[src/rtl/nibble_unpacker.sv]
// Serialises a packed word of narrow signed elements into one element per cycle,
// LSB element first, with valid/ready on both sides and no bubble between words.
module nibble_unpacker #(
  parameter int IN_SIZE   = 4,
  parameter int WORD_SIZE = 32
) (
  input  logic                 clk_i,
  input  logic                 rst_i,
  input  logic [WORD_SIZE-1:0] word_i,
  input  logic                 word_valid_i,
  output logic                 word_ready_o,
  output logic [IN_SIZE-1:0]   elem_o,
  output logic                 elem_valid_o,
  input  logic                 elem_ready_i,
  output logic                 elem_last_o
);

  localparam int N_ELEMS = WORD_SIZE / IN_SIZE;
  localparam int IDX_W   = (N_ELEMS > 1) ? $clog2(N_ELEMS) : 1;
  localparam logic [IDX_W-1:0] LAST_IDX = IDX_W'(N_ELEMS - 1);

  if ((WORD_SIZE % IN_SIZE) != 0 || WORD_SIZE < 2 * IN_SIZE) begin : g_bad_geometry
    $error("nibble_unpacker: WORD_SIZE must be a multiple of IN_SIZE and >= 2*IN_SIZE");
  end

  typedef enum logic {IDLE, SERIAL} state_t;

  state_t               state, state_nxt;
  logic [WORD_SIZE-1:0] word_buf, word_buf_nxt;
  logic [IDX_W-1:0]     idx, idx_nxt;
  logic                 in_xfer, out_xfer;

  // Outputs depend only on registered state, except word_ready_o which lets a
  // new word land in the same cycle the last element leaves.
  assign elem_valid_o = (state == SERIAL);
  assign elem_last_o  = (state == SERIAL) && (idx == LAST_IDX);
  assign elem_o       = (state == SERIAL) ? word_buf[idx*IN_SIZE +: IN_SIZE] : '0;
  assign word_ready_o = (state == IDLE) || (elem_last_o && elem_ready_i);

  assign in_xfer  = word_valid_i && word_ready_o;
  assign out_xfer = elem_valid_o && elem_ready_i;

  always_comb begin
    state_nxt    = state;
    word_buf_nxt = word_buf;
    idx_nxt      = idx;
    case (state)
      IDLE: begin
        if (in_xfer) begin
          word_buf_nxt = word_i;
          idx_nxt      = '0;
          state_nxt    = SERIAL;
        end
      end
      SERIAL: begin
        if (out_xfer) begin
          if (idx != LAST_IDX) begin
            idx_nxt = idx + 1'b1;
          end else if (in_xfer) begin
            word_buf_nxt = word_i;
            idx_nxt      = '0;
          end else begin
            idx_nxt   = '0;
            state_nxt = IDLE;
          end
        end
      end
      default: begin
        idx_nxt   = '0;
        state_nxt = IDLE;
      end
    endcase
  end

  always_ff @(posedge clk_i or posedge rst_i) begin
    if (rst_i) begin
      state    <= IDLE;
      word_buf <= '0;
      idx      <= '0;
    end else begin
      state    <= state_nxt;
      word_buf <= word_buf_nxt;
      idx      <= idx_nxt;
    end
  end

endmodule

[config.mk]
export PLATFORM = sky130hd
export DESIGN_NAME = nibble_unpacker
export DESIGN_NICKNAME = d
export VERILOG_FILES = /design/src/rtl/nibble_unpacker.sv
export SDC_FILE = /design/constraint.sdc
export NUM_CORES = 1
export LEC_CHECK = 0
export ABC_CLOCK_PERIOD_IN_PS = 1850
export BUFFER_PORTS_ARGS = -buffer_cell sky130_fd_sc_hd__buf_2
export CORE_ASPECT_RATIO = 1.25
export CORE_MARGIN = 3
export CORE_UTILIZATION = 55
export CTS_BUF_LIST = sky130_fd_sc_hd__clkbuf_8
export DETAILED_ROUTE_END_ITERATION = 12
export PLACE_DENSITY = 0.84
export SLEW_MARGIN = 20
export SYNTH_ARGS = -nofsm -noshare
export SYNTH_HDL_FRONTEND = slang
export SYNTH_SLANG_ARGS = --single-unit
[constraint.sdc]
create_clock -name clk_i -period 1.85 [get_ports clk_i]
set_input_delay 0.0925 -clock clk_i [delete_from_list [all_inputs] [get_ports clk_i]]
set_output_delay 0.0925 -clock clk_i [all_outputs]
set_load 0.005 [all_outputs]
# Word level (Yosys, flattened, before mapping)

Cells that the tools add are included.
W data, S select, Z words.

Word-level logic and storage cells: 31
Bits of input ports: 36
Flip-flop bits (word level): 36
Output and inout port bits: 7

Reduce and logical (&&, ||, !) cells: 7
Add/subtract/negate cells: 1
Multiplexer cells: 13
Equality and inequality tests: 5
Bitwise operators: 1
Shift-type cells: 1

Operators by type and width:

| operator              | count |
|---|---|
| $mux W32              | 3 |
| $pmux W32 S2          | 1 |
| $shiftx A32 B6 Y4     | 1 |
| $mux W3               | 3 |
| $pmux W3 S2           | 1 |
| $logic_and A1 B1 Y1   | 4 |
| $mux W4               | 1 |
| $ne A2 B2 Y1 const B  | 2 |
| $reduce_and A2 Y1     | 2 |
| $add A3 B1 Y3 const B | 1 |
| $eq A3 B3 Y1 const B  | 1 |
| $mux W1               | 3 |
| $ne A3 B3 Y1 const B  | 1 |
| $ne A2 B1 Y1 const B  | 1 |
| $pmux W1 S2           | 1 |
| $logic_or A1 B1 Y1    | 1 |
| $not A1 Y1            | 1 |

# Logic depth before layout (Yosys ltp)

Depth in word-level cells: 9
Depth in mapped cells: 6
Mapped depth without buffers: 5

# Worst setup path after synthesis

Ideal clock, no wire load.

Path type: register to register
From: register idx[0]
To: register word_buf[0]
Required time: 1725 ps
Slack: 194 ps
Period minus slack after synthesis: 1656 ps
Cell stages (with the launch flop): 7
Data arrival time: 1531 ps
Path through: dfrtp_1 ha_1 ha_1 a21bo_4 nand2_8 buf_12 mux2_4

Cells in the longest elaborated chain, start to end: 9
Elaborated cells between the ends (all ways): 12

RTL lines:

| element                 | line | source |
|---|---|---|
| start, declared         | 30   | `logic [IDX_W-1:0] idx, idx_nxt;` |
| start signal, assigned  | 83   | `idx <= idx_nxt;` |
| $eq A3 B3 Y1 (*)        | 36   | `assign elem_last_o = (state == SERIAL) && (idx == LAST_IDX);` |
| $logic_and A1 B1 Y1 (*) | 36   |  |
| $logic_and A1 B1 Y1 (*) | 38   | `assign word_ready_o = (state == IDLE) \|\| (elem_last_o && elem_ready_i);` |
| $logic_or A1 B1 Y1 (*)  | 38   |  |
| via word_ready_o        | 11   | `output logic word_ready_o,` |
| $logic_and A1 B1 Y1 (*) | 40   | `assign in_xfer = word_valid_i && word_ready_o;` |
| $mux W32 (*)            | -    |  |
| $mux W32 (2 in a row)   | -    |  |
| $pmux W32 S2 (*)        | -    |  |
| end signal, assigned    | 82   | `word_buf <= word_buf_nxt;` |
| end, declared           | 29   | `logic [WORD_SIZE-1:0] word_buf, word_buf_nxt;` |

Mark *: on every way through the listed nets, which the timed path passes. The rest lies on a longest branch. The select of a mux whose other input is x is not followed.
A chain may end at the register's enable or synchronous reset.

# Worst setup path after layout

From: register idx[0]
To: output port elem_o[2]

Cells in the longest elaborated chain, start to end: 2

RTL lines:

| element           | line | source |
|---|---|---|
| $shiftx A32 B6 Y4 | 37   | `assign elem_o = (state == SERIAL) ? word_buf[idx*IN_SIZE +: IN_SIZE] : '0;` |
| $mux W4           | 37   |  |
| end, declared     | 12   | `output logic [IN_SIZE-1:0] elem_o,` |

Every way passes these cells.

==> results by group <==
Run status
  • Result of the run: completed

Yosys
  • Avg Inst Size Synth: 17.7 µm²
  • Synth top area share: 49.3%
  • Count of state elements after synthesis: 36
  • Area of the mapped netlist: 0.00183 mm²
  • Synthesis Warnings: 0
  • Largest cells by area after synthesis: sky130_fd_sc_hd__dfrtp_1 (49%), sky130_fd_sc_hd__mux2_4 (25%), sky130_fd_sc_hd__mux4_2 (6.2%), sky130_fd_sc_hd__mux4_1 (4.3%), sky130_fd_sc_hd__buf_12 (3.3%)
  • Synthesized netlist net count: 141
  • Post-synth top area cell: sky130_fd_sc_hd__dfrtp_1
  • Sequential cell area fraction in the yosys report: 49.3%
  • Number of instances in the synthesized netlist: 103
  • Number of distinct standard cells referenced by the synthesized netlist: 17

Timing
  • Achievable clock frequency: 556 MHz
  • Post-layout minimum cycle time: 1.80 ns
  • Final setup fails: 0
  • Slack of the critical path: 0.0507 ns
  • Final worst clock skew: 0.0129 ns
  • Number of failing hold endpoints at the final stage: 0
  • Max-slew headroom: 70.6%
  • RSZ-0062 raised after global routing: no
  • Post-Route Setup TNS: 0 ns
  • Slew at the pin closest to its max-slew limit: 0.440 ns
  • Fin crit share: 97.3%
  • Pins over their slew limit: 0

Final layout
  • Most frequent cells in the layout: sky130_fd_sc_hd__buf_2 (42), sky130_fd_sc_hd__dfrtp_1 (36), sky130_fd_sc_hd__mux2_4 (30)
  • Layout cell share with drive strength beyond 1: 64.3%
  • Area Overhead vs Synth: 19.9%
  • Number of diodes: 0
  • Final Net Count: 191
  • Commonest non-fill, non-tap cell in the layout: sky130_fd_sc_hd__buf_2

Drt
  • Number of design rule violations left after detail routing: 0
  • Number of vias per cell: 5.51
  • Number of search-and-repair iterations in the first detailed-routing pass: 4
  • Starting DRT DRC Count: 24
  • Average wire per standard cell: 18.3 µm
  • DRT antenna net count: 0
  • Total detailed-routing wirelength: 3470 µm
  • Total number of vias: 1,047

CTS
  • Max Buffers Root-to-Sink: 2
  • Sink count of the clock tree: 36
  • TritonCTS clock tree: done
  • Latest clock arrival within the worst-skew pair: 0.29 ns
  • Clock tree root buffer cell: sky130_fd_sc_hd__clkbuf_8
  • Maximum level of the CTS H-tree: 2
  • Clock slew seen by the registers of the worst setup and hold paths: 0.08 ns
  • Total clock buffers created by CTS: 5

Die
  • Floorplan die area: 0.00405 mm²
  • Core Region: 0.00306 mm²
  • Initial core utilization: 59.8%
  • Die W: 57.5 µm
  • Vertical extent of the die: 70.4 µm
  • Top-level port count: 43
  • # rows: 22

Setup path
  • Req. time, crit path: 1.76 ns
  • Type of the worst setup path: flop to output port
  • Element type at the critical path start: flop
  • Setup crit end kind: output port
  • Critical path data arrival time: 1.71 ns
  • Timing startpoint of the critical path: idx[0]$_DFFE_PP0P_
  • Highest fanout seen on the critical path: 5
  • R2R cell count: 5
  • FF-to-FF Start: idx[0]$_DFFE_PP0P_

GRT
  • Number of antenna violations at the first check in global routing: 0
  • Remaining Overflow, GRT: 0
  • Number of global-route vias before repair: 1,187
  • First-pass GRT wire length: 5800 µm
  • Gr usage total: 19.1%
  • Maximum number of pins on one net before global-route repair: 37

Power
  • IR drop worst, VDD: 1090 µV
  • Leakage power: 1.14 nW
  • P per Cell Area: 1640 mW/mm²

Placement
  • Count of port buffers added during placement: 42
  • Half-perimeter wire length after detailed placement: 2410 µm
  • Worst setup timing slack at the placement stage: 0.0265 ns
  • Placer Congestion: 0.677

Hold path
  • Launch point of the worst hold path: word_i[5]
  • Count of cells along the worst hold path: 2
  • Worst hold path class: primary input to flop

Flow run
  • Number of maximum-capacitance constraint violations: 0
[synthesized netlist by cell type]
| library cell | number |
|---|---|
| sky130_fd_sc_hd__inv_1 | 2 |
| sky130_fd_sc_hd__mux2_4 | 30 |
| sky130_fd_sc_hd__buf_6 | 1 |
| sky130_fd_sc_hd__a21bo_4 | 1 |
| sky130_fd_sc_hd__ha_1 | 2 |
| sky130_fd_sc_hd__clkbuf_1 | 2 |
| sky130_fd_sc_hd__or2b_1 | 1 |
| sky130_fd_sc_hd__mux4_2 | 5 |
| sky130_fd_sc_hd__nand2_8 | 1 |
| sky130_fd_sc_hd__dfrtp_1 | 36 |
| sky130_fd_sc_hd__buf_12 | 3 |
| sky130_fd_sc_hd__nor2_1 | 5 |
| sky130_fd_sc_hd__mux4_1 | 3 |
| sky130_fd_sc_hd__a32o_1 | 3 |
| sky130_fd_sc_hd__mux2_2 | 2 |
| sky130_fd_sc_hd__mux2i_1 | 5 |
| sky130_fd_sc_hd__and2_2 | 1 |
[where the power goes]
group	internal [mW]	leakage, nW	switching [mW]
Sequential	1.16	0.436	0.235
Clock	0.476	0.0645	0.277
Combinational	0.967	0.643	0.478
[per-layer routing]
metal  wire [µm]  vias to the layer above  part of all wire (%)  global-route usage [%]
met1        1450                      528                    42                    24.7
met5           0                        -                     0                       0
met3         188                        4                   5.4                    5.91
met4          31                        0                  0.89                    5.15
met2        1810                       36                    52                    30.9
li1            -                      479                     -                       -
[critical path, cell delays in order, from the launching register on]
cell and delay, ns:
sky130_fd_sc_hd__dfrtp_1 0.40, sky130_fd_sc_hd__buf_6 0.16, sky130_fd_sc_hd__mux4_2 0.52, sky130_fd_sc_hd__mux2i_1 0.15, sky130_fd_sc_hd__nor2_1 0.06, sky130_fd_sc_hd__buf_2 0.12
[area by class of cell]
| type | instances | area (µm²) |
|---|---|---|
| Clock inverter | 1 | 30.0 |
| Fill cell | 192 | 866 |
| Inverter | 2 | 7.51 |
| Tap cell | 36 | 45.0 |
| Clock buffer | 7 | 96.3 |
| Timing Repair Buffer | 48 | 262 |
| Multi-Input combinational cell | 60 | 848 |
| Sequential cell | 36 | 901 |
[worst paths after layout]
path / slack [ns] / end
setup / recovery: 0.05 / elem_o[2]
hold / removal: 0.03 / word_buf[5]$_DFFE_PP0P_
setup reg to reg: 0.08 / word_buf[27]$_DFFE_PP0P_
hold reg to reg: 0.51 / word_buf[25]$_DFFE_PP0P_
max in group asynchronous: 1.09 / word_buf[21]$_DFFE_PP0P_
min in group asynchronous: 0.44 / word_buf[2]$_DFFE_PP0P_
[cell families (layout without fill, tap and decap cells)]
family,after synthesis,in the layout,synth area share [%]
AND/OR/NAND/NOR,8,9,2.95
flip-flops,36,36,49.3
AO/OA/AOI/OAI,4,4,2.53
adder cells (fa/ha/maj),2,2,1.37
multiplexers,45,45,39.1
buffers and inverters,8,58,4.73
[state kept, by name, indices dropped and copies added, names as in the netlist]
signal and flops:
word_buf 32, idx 3, elem_valid_o 1
[through the flow]
stage	area, µm²	instances	utilization (%)	power [mW]	hold WS (ns)
after global routing	2190	190	71.7	3.79	0.0176
final	2190	190	71.7	3.60	0.0273
after detailed placement	2030	179	66.5	2.80	0.216
after global placement	2030	179	66.5	2.72	0.201
after floorplan	1830	103	-	2.43	0.195
after CTS	2190	190	71.5	3.60	0.0272
[what timing repair did]
item,in CTS,in global routing
hold endpoints to repair,36,0
resized for setup,2,5
endpoints found under the setup margin,2,20
pin swaps,1,0
hold buffers,1,0
setup buffers,0,0
cloned,2,0
Power figures use the tool's default switching activity.
